$ cat config.mk
export PLATFORM = sky130hd
export DESIGN_NAME = overflow
export DESIGN_NICKNAME = d
export VERILOG_FILES = /design/src/rtl/overflow_pkg.sv /design/src/rtl/sat_counter.sv /design/src/rtl/overflow.sv
export SDC_FILE = /design/constraint.sdc
export NUM_CORES = 1
export LEC_CHECK = 0
export ABC_CLOCK_PERIOD_IN_PS = 3500
export BUFFER_PORTS_ARGS = -buffer_cell sky130_fd_sc_hd__buf_2
export CAP_MARGIN = 20
export CELL_PAD_IN_SITES_DETAIL_PLACEMENT = 0
export CELL_PAD_IN_SITES_GLOBAL_PLACEMENT = 1
export CORE_ASPECT_RATIO = 1.25
export CORE_MARGIN = 3
export CORE_UTILIZATION = 35
export DETAILED_ROUTE_END_ITERATION = 7
export GPL_TIMING_DRIVEN = 0
export PLACE_DENSITY = 0.79
export SLEW_MARGIN = 25
export SYNTH_ARGS = -nofsm -noshare
export SYNTH_HDL_FRONTEND = slang
export SYNTH_HIERARCHICAL = 1
export SYNTH_SLANG_ARGS = --single-unit
$ cat constraint.sdc
create_clock -name clk -period 3.5 [get_ports clk]
set_input_delay 0.525 -clock clk [delete_from_list [all_inputs] [get_ports clk]]
set_output_delay 0.525 -clock clk [all_outputs]
set_load 0.02 [all_outputs]
$ cat src/rtl/overflow_pkg.sv
// Shared constants for the overflow detector slice.
//   COUNT_W_DEFAULT : default width of the overflow event counter
//   COUNT_W_MIN/MAX : legal counter width range
//   sat_value(w)    : saturation value (all ones) of a w-bit counter
package overflow_pkg;

    localparam int unsigned COUNT_W_DEFAULT = 16;
    localparam int unsigned COUNT_W_MIN     = 2;
    localparam int unsigned COUNT_W_MAX     = 32;

    // Largest value a w-bit unsigned counter may hold; w=32 handled apart to avoid a 32-bit shift overflow.
    function automatic logic [31:0] sat_value(input int unsigned w);
        if (w >= 32) begin
            return 32'hFFFF_FFFF;
        end
        return (32'd1 << w) - 32'd1;
    endfunction

endpackage

$ cat src/rtl/sat_counter.sv
// Saturating up-counter with synchronous clear.
//   clk   : clock, rising edge
//   rst   : asynchronous active-high reset, clears count
//   clr   : synchronous clear, wins over inc
//   inc   : increment request, ignored once saturated
//   count : registered count value
module sat_counter
    import overflow_pkg::*;
#(
    parameter int unsigned W = COUNT_W_DEFAULT
) (
    input  logic         clk,
    input  logic         rst,
    input  logic         clr,
    input  logic         inc,
    output logic [W-1:0] count
);

    localparam logic [W-1:0] SAT = W'(sat_value(W));

    logic [W-1:0] count_q;
    logic [W-1:0] count_d;

    // Next count: clear first, then increment only below saturation so it never wraps.
    always_comb begin
        count_d = count_q;
        if (clr) begin
            count_d = '0;
        end else if (inc && (count_q != SAT)) begin
            count_d = count_q + W'(1);
        end
    end

    always_ff @(posedge clk or posedge rst) begin
        if (rst) begin
            count_q <= '0;
        end else begin
            count_q <= count_d;
        end
    end

    assign count = count_q;

endmodule

$ cat src/rtl/overflow.sv
// Two's-complement addition overflow detector with registered bookkeeping.
//   clk, rst  : clock (rising edge) and asynchronous active-high reset
//   A, B      : sign bits of the two operands
//   sign      : sign bit of the computed sum
//   valid     : qualifies A/B/sign for the registered outputs
//   clr       : synchronous clear of sticky flag and counter (not of_q)
//   of        : combinational overflow indication
//   of_q      : of sampled on qualified cycles
//   of_sticky : set by any qualified overflow until clr/rst
//   of_count  : saturating count of qualified overflows
module overflow
    import overflow_pkg::*;
#(
    parameter int unsigned COUNT_W = COUNT_W_DEFAULT
) (
    input  logic               clk,
    input  logic               rst,
    input  logic               A,
    input  logic               B,
    input  logic               sign,
    input  logic               valid,
    input  logic               clr,
    output logic               of,
    output logic               of_q,
    output logic               of_sticky,
    output logic [COUNT_W-1:0] of_count
);

    logic of_reg_q;
    logic of_reg_d;
    logic sticky_q;
    logic sticky_d;
    logic qual_of;

    // Overflow only when operand signs agree and the sum sign departs from them.
    assign of      = (A ~^ B) & (A ^ sign);
    assign qual_of = valid & of;

    // Next state for sampled flag and sticky flag; clr leaves the sampled flag alone.
    always_comb begin
        of_reg_d = of_reg_q;
        sticky_d = sticky_q;
        if (valid) begin
            of_reg_d = of;
        end
        if (clr) begin
            sticky_d = 1'b0;
        end else if (qual_of) begin
            sticky_d = 1'b1;
        end
    end

    always_ff @(posedge clk or posedge rst) begin
        if (rst) begin
            of_reg_q <= 1'b0;
            sticky_q <= 1'b0;
        end else begin
            of_reg_q <= of_reg_d;
            sticky_q <= sticky_d;
        end
    end

    sat_counter #(
        .W(COUNT_W)
    ) u_count (
        .clk  (clk),
        .rst  (rst),
        .clr  (clr),
        .inc  (qual_of),
        .count(of_count)
    );

    assign of_q      = of_reg_q;
    assign of_sticky = sticky_q;

endmodule

# Word level (Yosys, flattened, before mapping)
# Cells that the tools add are included.
# Widths: inputs -> output; s select.
dict set report word_totals {
  regBits 18
}
dict set report op_classes {
  n_addsub 1
  n_eq_ne 1
  muxes 4
  bitwise_logic 4
  n_reduce_logical 3
}
# cell n
set ops {}
lappend ops {{$mux 16} 2}
lappend ops {{$add 16x1->16 const B} 1}
lappend ops {{$ne 16x16->1 const B} 1}
lappend ops {{$reduce_bool 2->1} 2}
lappend ops {{$and 1x1->1} 2}
lappend ops {{$mux 1} 2}
lappend ops {{$logic_and 1x1->1} 1}
lappend ops {{$xnor 1x1->1} 1}
lappend ops {{$xor 1x1->1} 1}

# Longest topological paths before layout
# Gate-level depths: netlist (run 1).
dict set report logic_depth {
  ltp_word 6
  ltp_mapped 8
  depth_no_buf 7
}

# Cells and area by module
# Netlist (run 1), hierarchy kept.
# module n_inst cells_per_inst area_each_um2 seq_area_each_um2
set by_module_without_submodules {}
lappend by_module_without_submodules {sat_counter 1 101 932.1 400.4}
lappend by_module_without_submodules {overflow 1 11 117.6 50.0}

# Worst setup path after synthesis (run 1)
# No wires, ideal clock.
dict set report synth_path {
  kind {input to register}
  from {input port A}
  to {register u_count.count_q[13] (netlist: u_count/count[13])}
  setup_ps 78
  arrival_ps 2436
  required_ps 3422
  slack_ps 986
  stages 8
  cell_sequence {nand2b_1 -> o22ai_2 -> and2_2 -> clkbuf_2 -> nand3_1 -> or4_4 -> or4_1 -> a21oi_1}
}
dict set report synth_via {
  elab_chain_len 5
}
# element line
set synth_lines {}
lappend synth_lines {{start, declared} overflow.sv:18} ;# input logic A,
lappend synth_lines {{$xnor 1x1->1 or $xor 1x1->1 (tied branches)} overflow.sv:36} ;# assign of = (A ~^ B) & (A ^ sign);
lappend synth_lines {{$and 1x1->1 (*)} overflow.sv:36}
lappend synth_lines {{net of} overflow.sv:23} ;# output logic of,
lappend synth_lines {{$and 1x1->1 (*)} overflow.sv:37} ;# assign qual_of = valid & of;
lappend synth_lines {{net qual_of} overflow.sv:33} ;# logic qual_of;
lappend synth_lines {{$logic_and 1x1->1 (*)} sat_counter.sv:29} ;# end else if (inc && (count_q != SAT)) begin
lappend synth_lines {{$reduce_bool 2->1 (no source line) (*)} --}
lappend synth_lines {{end signal, assigned} sat_counter.sv:38} ;# count_q <= count_d;
lappend synth_lines {{end, declared} sat_counter.sv:21} ;# logic [W-1:0] count_q;
# The timed path passes the listed nets; every way through them passes the cells marked *.
# A chain may end at the register's enable or synchronous reset.

# Worst setup path after layout (run 1)
dict set report layout_path {
  from {input port A}
  to {register u_count.count_q[13] (netlist: u_count/count[13])}
}
dict set report layout_via {
  elab_chain_len 5
}
# element line
set layout_lines {}
lappend layout_lines {{$xnor 1x1->1 or $xor 1x1->1 (tied branches)} overflow.sv:36}
lappend layout_lines {{$and 1x1->1 (*)} overflow.sv:36}
lappend layout_lines {{$and 1x1->1 (*)} overflow.sv:37}
lappend layout_lines {{net qual_of} overflow.sv:33}
lappend layout_lines {{$logic_and 1x1->1 (*)} sat_counter.sv:29}
lappend layout_lines {{$reduce_bool 2->1 (no source line) (*)} --}
# Marks and branches as above.

==> results.py, run 1 <==
metrics = {
    "synth": {
        "yosysWarnings": 6,
        "syn-num-nets": 120,
        "syn_inst": 112,
        "synth.avg_cell_area_sq_um": 9.37,
        "synthesis.area_sq_um": 1050,
        "yosysUniqueCellTypes": 33,
        "synth_seq_cells": 18,
        "synth-seq-area-share": 0.429,
    },
    "global_routing": {
        "grtUsageTotal": 0.156,
        "grt_pass1_vias": 997,
        "grt_pass1_wl_mm": 4.27,
        "grt-ovfl-total": 0,
        "grt_max_degree": 17,
        "antenna_found_initial": 0,
    },
    "clock_tree": {
        "postCtsSetupRepairBufs": 0,
        "clkTransAtPathRegs_ns": 0.10,
        "numCtsBuffers": 3,
        "insertion_delay_ns": 0.29,
        "htree_levels": 1,
        "cts_resized": 0,
        "cts_sinks": 18,
        "clk_path_buf_depth": 2,
        "ctsHoldBuffers": 0,
        "tritoncts": "yes",
        "cts_root_buffer": "clkbuf_4",
    },
    "drt": {
        "vias": 980,
        "drt-total-wl_mm": 2.45,
        "wl_per_cell_microns": 14.0,
        "antenna_left": 0,
        "first_iter_violations": 29,
        "firstDrtPassIters": 4,
        "viasPerCell": 5.60,
        "post-route-drc-count": 0,
    },
    "final_layout": {
        "syn_to_final_growth_pct": 19.4,
        "antenna_cells": 0,
        "nets": 150,
        "fin_area_sq_um": 1250,
        "drive_above_1_share": 0.284,
        "final_util": 0.450,
        "multi_input_area_sq_um": 556,
        "fillers": 307,
        "register_area_sq_um": 450,
    },
    "sta": {
        "maxSlewHeadroom": 0.508,
        "slew_violations": 0,
        "period_share": 0.685,
        "fmax_mhz": 417,
        "finalSetupViolCount": 0,
        "rsz0062_at_grt": "false",
        "postLayoutSetupSlackWorst_ns": 1.10,
        "hold_viol": 0,
        "fin_skew_ns": 0.00631,
        "worst_slew_pin_slew_ns": 0.731,
        "fin_crit_ns": 2.40,
        "final.setup.tns_ns": 0,
    },
    "critical_path": {
        "crit_buf_inv": 2,
        "cp_cell_sequence": "buf_2 > nand2b_1 > o22ai_2 > and2_2 > clkbuf_2 > nand3_1 > or4_4 > or4_1 > a21oi_1",
        "crit_slowest_cell": "or4_4",
        "max_stage_delay_ns": 0.51,
        "r2r-start": "u_count/count[0]$_DFFE_PP0P_",
        "arrival_ns": 2.61,
        "cpLargestDelayFamily": "simple AND/OR/NAND/NOR gates",
        "start_kind": "primary input",
        "cp-end-kind": "flop",
        "critical_path_class": "in -> reg",
        "crit_start": "A",
        "crit_fanout": 8,
        "worstPathRequired_ns": 3.71,
    },
    "pwr": {
        "p_switching_uw": 86.0,
        "seq_power_share": 0.570,
        "power.leakage_uw": 0.000552,
        "p_int_uw": 287,
        "p_clk_frac": 0.342,
        "comb_power_share": 0.088,
        "peakVddDrop_v": 0.000199,
        "switching_share": 0.231,
        "powerDensity_nw_per_um2": 298,
    },
    "floorplanning": {
        "fp.dieW_microns": 55.0,
        "die_area_sq_um": 3700,
        "core_sq_um": 2790,
        "start_util": 0.377,
        "fp.dieH_microns": 67.2,
        "rows": 21,
        "io_pins": 26,
    },
    "place": {
        "dp.final_hpwl_mm": 1.80,
        "place_worst_setup_slack_ns": 0.791,
        "place.gp.congestion": 0.807,
        "placed_area_sq_um": 1220,
        "io_buffer_count": 25,
    },
    "run": {
        "cap_violations": 0,
    },
    "status": {
        "status": "completed",
    },
    "worst_hold_path": {
        "hold_class": "in -> async",
    },
}
## path summary, 6_finish.rpt
kind	slack [ns]	cells after the start	end
min in group clk	0.52	1	of_sticky$_DFFE_PP0P_
max	1.10	9	u_count/count[13]$_DFFE_PP0P_
max in group asynchronous	2.79	2	u_count/count[13]$_DFFE_PP0P_
min reg2reg	0.52	1	of_sticky$_DFFE_PP0P_
max reg2reg	1.32	6	u_count/count[0]$_DFFE_PP0P_
min	0.07	2	of_sticky$_DFFE_PP0P_
## power groups by stage
| stage | Clock (uW) | Sequential [uW] | Combinational, uW |
|---|---|---|---|
| finish | 127 | 213 | 32.8 |
| global route | 144 | 214 | 37.1 |
| CTS | 134 | 213 | 33.9 |
| detailed placement | 0 | 217 | 33.8 |
| global placement | 0 | 217 | 33.2 |
| floorplan | 0 | 220 | 18.1 |
## cells in the final DEF (no fill, tap or decap), types with 3 or more instances in the layout
cell type / Yosys / final
nor2_1: 3 / 3
o31ai_1: 5 / 5
a21oi_1: 12 / 12
nor4_1: 3 / 3
nand4_1: 4 / 4
inv_1: 5 / 5
nand2b_1: 3 / 3
nor3_1: 4 / 4
dfrtp_1: 18 / 18
nor2b_1: 4 / 4
nand3_1: 7 / 7
o21ai_0: 5 / 5
buf_2: 0 / 25
clkbuf_4: 0 / 3
or3_1: 6 / 6
nand2_1: 7 / 7
or4_1: 6 / 6
## sequential cells by signal, indices dropped and copies added, names as in the netlist
signal,flops
u_count/count,16
of_q,1
of_sticky,1
## routing by layer
| metal | up-vias | global-route usage | wire, microns |
|---|---|---|---|
| li1 | 490 | - | - |
| met1 | 463 | 0.193 | 1100 |
| met2 | 25 | 0.266 | 1210 |
| met3 | 2 | 0.0199 | 121 |
| met4 | 0 | 0.0638 | 14 |
| met5 | - | 0 | 0 |
## logic make-up after synthesis
| group | synth area share |
|---|---|
| AOI/OAI and AO/OA | 0.160 |
| muxes | 0.0453 |
| buffers and inverters | 0.0417 |
| DFF | 0.429 |
| adders and majority gates | 0.0119 |
| and+or+nand+nor | 0.312 |
## through the flow
| stage | cells | hold slack [ns] | power (uW) |
|---|---|---|---|
| floorplan | 112 | 0.266 | 238 |
| global placement | 171 | 0.385 | 250 |
| detailed placement | 171 | 0.386 | 250 |
| CTS | 175 | 0.0593 | 381 |
| global route | 175 | 0.0547 | 395 |
| finish | 175 | 0.0738 | 373 |
## final cells by class
cell class,instances,share of cell area
multi-input cells,85,0.443
flip-flops and latches,18,0.359
repair buffers,25,0.0998
well taps,34,0.0339
clock buffers,4,0.0289
plain buffers,4,0.0200
inverters,5,0.0150
## cells in the mapped netlist (all sizes together)
cell type,number,area (sq um)
dfrtp,18,450
a21oi,12,60.1
or4,8,65.1
nand2,7,26.3
nand3,7,35.0
or3,7,45.1
inv,5,18.8
nand4,5,46.3
o21ai,5,25.0
o31ai,5,37.5
nor2b,4,25.0
nor3,4,20.0
mux2,3,37.5
nand2b,3,18.8
nor2,3,11.3
nor4,3,18.8
clkbuf,2,8.75
o41ai,2,17.5
a22o,1,8.76
a31oi,1,6.26
and2,1,7.51
and4,1,8.76
buf,1,7.51
dlygate4sd1,1,8.76
ha,1,12.5
mux2i,1,10.0
o22ai,1,12.5
No activity file was read; power rests on OpenSTA's default activity.
==> run 2: changes to the inputs <==
--- a/config.mk
+++ b/config.mk
@@ -5,7 +5,7 @@
 export SDC_FILE = /design/constraint.sdc
 export NUM_CORES = 1
 export LEC_CHECK = 0
-export ABC_CLOCK_PERIOD_IN_PS = 3500
+export ABC_CLOCK_PERIOD_IN_PS = 2500
 export BUFFER_PORTS_ARGS = -buffer_cell sky130_fd_sc_hd__buf_2
 export CAP_MARGIN = 20
 export CELL_PAD_IN_SITES_DETAIL_PLACEMENT = 0
==> constraint.sdc (replaced) <==
create_clock -name clk -period 2.5 [get_ports clk]
set_input_delay 0.375 -clock clk [delete_from_list [all_inputs] [get_ports clk]]
set_output_delay 0.375 -clock clk [all_outputs]
set_load 0.02 [all_outputs]
==> results.py, run 2 (synthesis gave the netlist of run 1 again) <==
metrics = {
    "status": {
        "status": "completed",
    },
    "clock_tree": {
        "numCtsBuffers": 3,
        "cts_resized": 0,
        "insertion_delay_ns": 0.29,
        "tritoncts": "yes",
        "htree_levels": 1,
        "cts_sinks": 18,
        "clkTransAtPathRegs_ns": 0.10,
        "cts_root_buffer": "clkbuf_4",
        "clk_path_buf_depth": 2,
        "postCtsSetupRepairBufs": 0,
    },
    "critical_path": {
        "arrival_ns": 2.46,
        "critical_path_class": "in -> reg",
        "cp-end-kind": "flop",
        "start_kind": "primary input",
        "worstPathRequired_ns": 2.71,
        "crit_fanout": 8,
    },
    "drt": {
        "firstDrtPassIters": 4,
        "viasPerCell": 5.60,
        "antenna_left": 0,
        "first_iter_violations": 34,
        "vias": 985,
        "wl_per_cell_microns": 14.0,
        "drt-total-wl_mm": 2.47,
        "post-route-drc-count": 0,
    },
    "sta": {
        "maxSlewHeadroom": 0.508,
        "fmax_mhz": 445,
        "finalSetupViolCount": 0,
        "final.setup.tns_ns": 0,
        "rsz0062_at_grt": "false",
        "hold_viol": 0,
        "fin_crit_ns": 2.25,
        "worst_slew_pin_slew_ns": 0.731,
        "period_share": 0.898,
        "slew_violations": 0,
        "fin_skew_ns": 0.00605,
    },
    "final_layout": {
        "syn_to_final_growth_pct": 20.4,
        "final_common_cell": "buf_2",
        "antenna_cells": 0,
        "final_cell_mix": "buf_2 (25), dfrtp_1 (18), a21oi_1 (12), nand2_1 (7), nand3_1 (7)",
        "fin_area_sq_um": 1260,
        "final_util": 0.454,
        "drive_above_1_share": 0.282,
        "largest_reg_flops": 16,
        "nets": 151,
    },
    "pwr": {
        "peakVddDrop_v": 0.000278,
        "power_uw": 524,
        "powerDensity_nw_per_um2": 414,
        "power.leakage_uw": 0.000556,
    },
    "floorplanning": {
        "core_sq_um": 2790,
        "io_pins": 26,
        "fp.dieH_microns": 67.2,
        "start_util": 0.377,
        "die_area_sq_um": 3700,
        "fp.dieW_microns": 55.0,
        "rows": 21,
    },
    "worst_hold_path": {
        "hold_class": "in -> reg",
    },
    "place": {
        "placed_area_sq_um": 1220,
        "io_buffer_count": 25,
        "dp.final_hpwl_mm": 1.80,
        "place.gp.congestion": 0.807,
    },
    "run": {
        "cap_violations": 0,
    },
    "global_routing": {
        "grt_pass1_wl_mm": 4.31,
        "antenna_found_initial": 0,
        "grt_max_degree": 17,
        "grt-ovfl-total": 0,
        "grtUsageTotal": 0.158,
        "grt_pass1_vias": 1003,
    },
}
-- run 2: report_power, final --
group	internal [uW]	switching, uW	total, uW
Clock	88.7	90.0	179
Combinational	19.4	27.9	47.2
Sequential	295	3.03	298
-- run 2: critical path, cell delays in order --
cell      delay (ns)
buf_2           0.10
nand2b_1        0.14
o22ai_2         0.18
and2_2          0.17
clkbuf_2        0.18
nand3_1         0.23
or4_4           0.51
or4_1           0.41
a21oi_1         0.16
-- run 2: per-stage QoR --
step,worst slack [ns],std cells,hold slack (ns)
floorplan,0.136,112,0.116
global placement,0.00980,171,0.235
detailed placement,-0.0587,171,0.236
CTS,0.259,176,0.354
global route,0.114,176,0.354
finish,0.254,176,0.369
-- run 2: worst paths after layout --
check / cells after the start / from / endpoint / slack, ns
max in group asynchronous: 3 / rst / u_count/count[13]$_DFFE_PP0P_ / 1.38
worst max register to register: 6 / u_count/count[0]$_DFFE_PP0P_ / u_count/count[0]$_DFFE_PP0P_ / 0.32
worst min register to register: 1 / of_sticky$_DFFE_PP0P_ / of_sticky$_DFFE_PP0P_ / 0.52
worst max-delay path: 9 / A / u_count/count[13]$_DFFE_PP0P_ / 0.25
min in group asynchronous: 3 / rst / of_sticky$_DFFE_PP0P_ / 0.49
worst min-delay path: 2 / valid / of_q$_DFFE_PP0P_ / 0.37
-- run 2: per-layer routing --
| layer | up-vias | GRT usage | share of wire |
|---|---|---|---|
| li1 | 493 | - | - |
| met1 | 465 | 0.193 | 0.45 |
| met2 | 25 | 0.272 | 0.50 |
| met3 | 2 | 0.0199 | 0.049 |
| met4 | 0 | 0.0638 | 0.0057 |
| met5 | - | 0 | 0 |
-- run 2: area by class of cell --
class,count,area (sq um)
plain buffers,4,25.0
flip-flops and latches,18,450
multi-input cells,85,556
clock buffers,4,36.3
well taps,34,42.5
inverters,5,18.8
repair buffers,26,135
fillers,306,1520
-- run 2: repair_timing --
item,in CTS,in global routing
hold buffers,1,0
endpoints found under the setup margin,0,0
hold endpoints to repair,2,0
==> run 3: changes to the inputs <==
--- a/config.mk
+++ b/config.mk
@@ -13,10 +13,11 @@
 export CORE_ASPECT_RATIO = 1.25
 export CORE_MARGIN = 3
 export CORE_UTILIZATION = 35
+export CTS_BUF_LIST = sky130_fd_sc_hd__clkbuf_8
 export DETAILED_ROUTE_END_ITERATION = 7
 export GPL_TIMING_DRIVEN = 0
 export PLACE_DENSITY = 0.79
-export SLEW_MARGIN = 25
+export SLEW_MARGIN = 20
 export SYNTH_ARGS = -nofsm -noshare
 export SYNTH_HDL_FRONTEND = slang
 export SYNTH_HIERARCHICAL = 1
==> results.py, run 3 (synthesis gave the netlist of run 1 again) <==
metrics = {
    "final_layout": {
        "final_cell_mix": "buf_2 (25), dfrtp_1 (18), a21oi_1 (12), nand2_1 (7), nand3_1 (7)",
        "fillers": 304,
        "final_common_cell": "buf_2",
        "antenna_cells": 0,
        "syn_to_final_growth_pct": 22.2,
        "nets": 151,
        "drive_above_1_share": 0.282,
        "final_util": 0.460,
        "largest_reg_flops": 16,
    },
    "clock_tree": {
        "clkTransAtPathRegs_ns": 0.07,
        "cts_root_buffer": "clkbuf_8",
        "tritoncts": "yes",
        "insertion_delay_ns": 0.25,
        "numCtsBuffers": 3,
        "htree_levels": 1,
        "postCtsSetupRepairBufs": 0,
        "cts_sinks": 18,
        "clk_path_buf_depth": 2,
    },
    "sta": {
        "fin_crit_ns": 2.30,
        "finalSetupViolCount": 0,
        "hold_viol": 0,
        "period_share": 0.921,
        "maxSlewHeadroom": 0.496,
        "fin_skew_ns": 0.00150,
        "slew_violations": 0,
        "fmax_mhz": 434,
        "rsz0062_at_grt": "false",
        "whs_ns": 0.408,
        "worst_slew_pin_slew_ns": 0.749,
    },
    "place": {
        "dp.final_hpwl_mm": 1.80,
        "place.gp.congestion": 0.807,
        "io_buffer_count": 25,
    },
    "critical_path": {
        "worstPathRequired_ns": 2.68,
        "r2r-start": "u_count/count[0]$_DFFE_PP0P_",
        "crit_fanout": 8,
        "cp-end-kind": "flop",
        "arrival_ns": 2.48,
        "crit_slowest_cell": "or4_4",
        "cp_cell_sequence": "buf_2 > nand2b_1 > o22ai_2 > and2_2 > clkbuf_2 > nand3_1 > or4_4 > or4_1 > a21oi_1",
        "max_stage_delay_ns": 0.52,
        "start_kind": "primary input",
        "critical_path_class": "in -> reg",
        "crit_start": "A",
    },
    "pwr": {
        "power.leakage_uw": 0.000563,
        "peakVddDrop_v": 0.000300,
        "powerDensity_nw_per_um2": 452,
    },
    "drt": {
        "post-route-drc-count": 0,
        "drt-total-wl_mm": 2.53,
        "vias": 1004,
        "wl_per_cell_microns": 14.4,
        "antenna_left": 0,
        "first_iter_violations": 35,
        "firstDrtPassIters": 4,
        "viasPerCell": 5.70,
    },
    "worst_hold_path": {
        "hold_class": "in -> reg",
        "hp-start": "valid",
    },
    "floorplanning": {
        "fp.dieW_microns": 55.0,
        "rows": 21,
        "start_util": 0.377,
        "fp.dieH_microns": 67.2,
        "core_sq_um": 2790,
        "die_area_sq_um": 3700,
        "io_pins": 26,
    },
    "global_routing": {
        "grt_pass1_vias": 1004,
        "grt_pass1_wl_mm": 4.31,
        "antenna_found_initial": 0,
        "grtUsageTotal": 0.159,
        "grt_max_degree": 17,
        "grt-ovfl-total": 0,
    },
    "run": {
        "cap_violations": 0,
    },
    "status": {
        "status": "completed",
    },
}
run 3: critical path: cells and delay by family:
kind / cells / cell delay [ns]
compound gates: 2 / 0.34
simple gates: 5 / 1.49
buf+inv: 2 / 0.29
run 3: repair_timing:
item | 4_1_cts | 5_1_grt
hold buffers | 1 | 0
resized for setup | 0 | 0
endpoints found under the hold margin | 2 | 0
setup endpoints to repair | 0 | 0
run 3: worst paths after layout:
| check | endpoint | slack (ns) | depth (start not counted) |
|---|---|---|---|
| worst min register to register | of_sticky$_DFFE_PP0P_ | 0.51 | 1 |
| worst min-delay path | of_q$_DFFE_PP0P_ | 0.41 | 2 |
| worst max register to register | u_count/count[0]$_DFFE_PP0P_ | 0.31 | 6 |
| worst max-delay path | u_count/count[13]$_DFFE_PP0P_ | 0.20 | 9 |
| min in group asynchronous | of_sticky$_DFFE_PP0P_ | 0.53 | 3 |
| max in group asynchronous | u_count/count[6]$_DFFE_PP0P_ | 1.31 | 3 |
run 3: cell type report:
class | count | area, sq um | area share
buffer | 4 | 25.0 | 0.0195
multi-input combinational | 85 | 556 | 0.433
inverter | 5 | 18.8 | 0.0146
timing repair buffer | 26 | 135 | 0.105
tap | 34 | 42.5 | 0.0332
clock buffer | 4 | 55.1 | 0.0429
sequential | 18 | 450 | 0.351
run 3: stage by stage:
stage | std cells | setup WS [ns] | setup TNS, ns | power, uW | area (sq um)
final | 176 | 0.198 | 0 | 580 | 1280
after global routing | 176 | 0.0799 | 0 | 610 | 1280
after CTS | 176 | 0.208 | 0 | 591 | 1280
after detailed placement | 171 | -0.0587 | -0.0587 | 351 | 1220
after global placement | 171 | 0.00980 | 0 | 350 | 1220
after floorplan | 112 | 0.136 | 0 | 333 | 1050
run 3: routing by layer:
metal | share of wire | GRT usage
met5 | 0 | 0
met4 | 0.015 | 0.0638
met3 | 0.057 | 0.0265
met2 | 0.48 | 0.271
met1 | 0.45 | 0.193
run 3: where the power goes:
part / internal (uW) / switching [uW] / total [uW]
Combinational: 19.4 / 28.3 / 47.7
Clock: 140 / 94.8 / 235
Sequential: 295 / 3.02 / 298
Total: 454 / 126 / 580
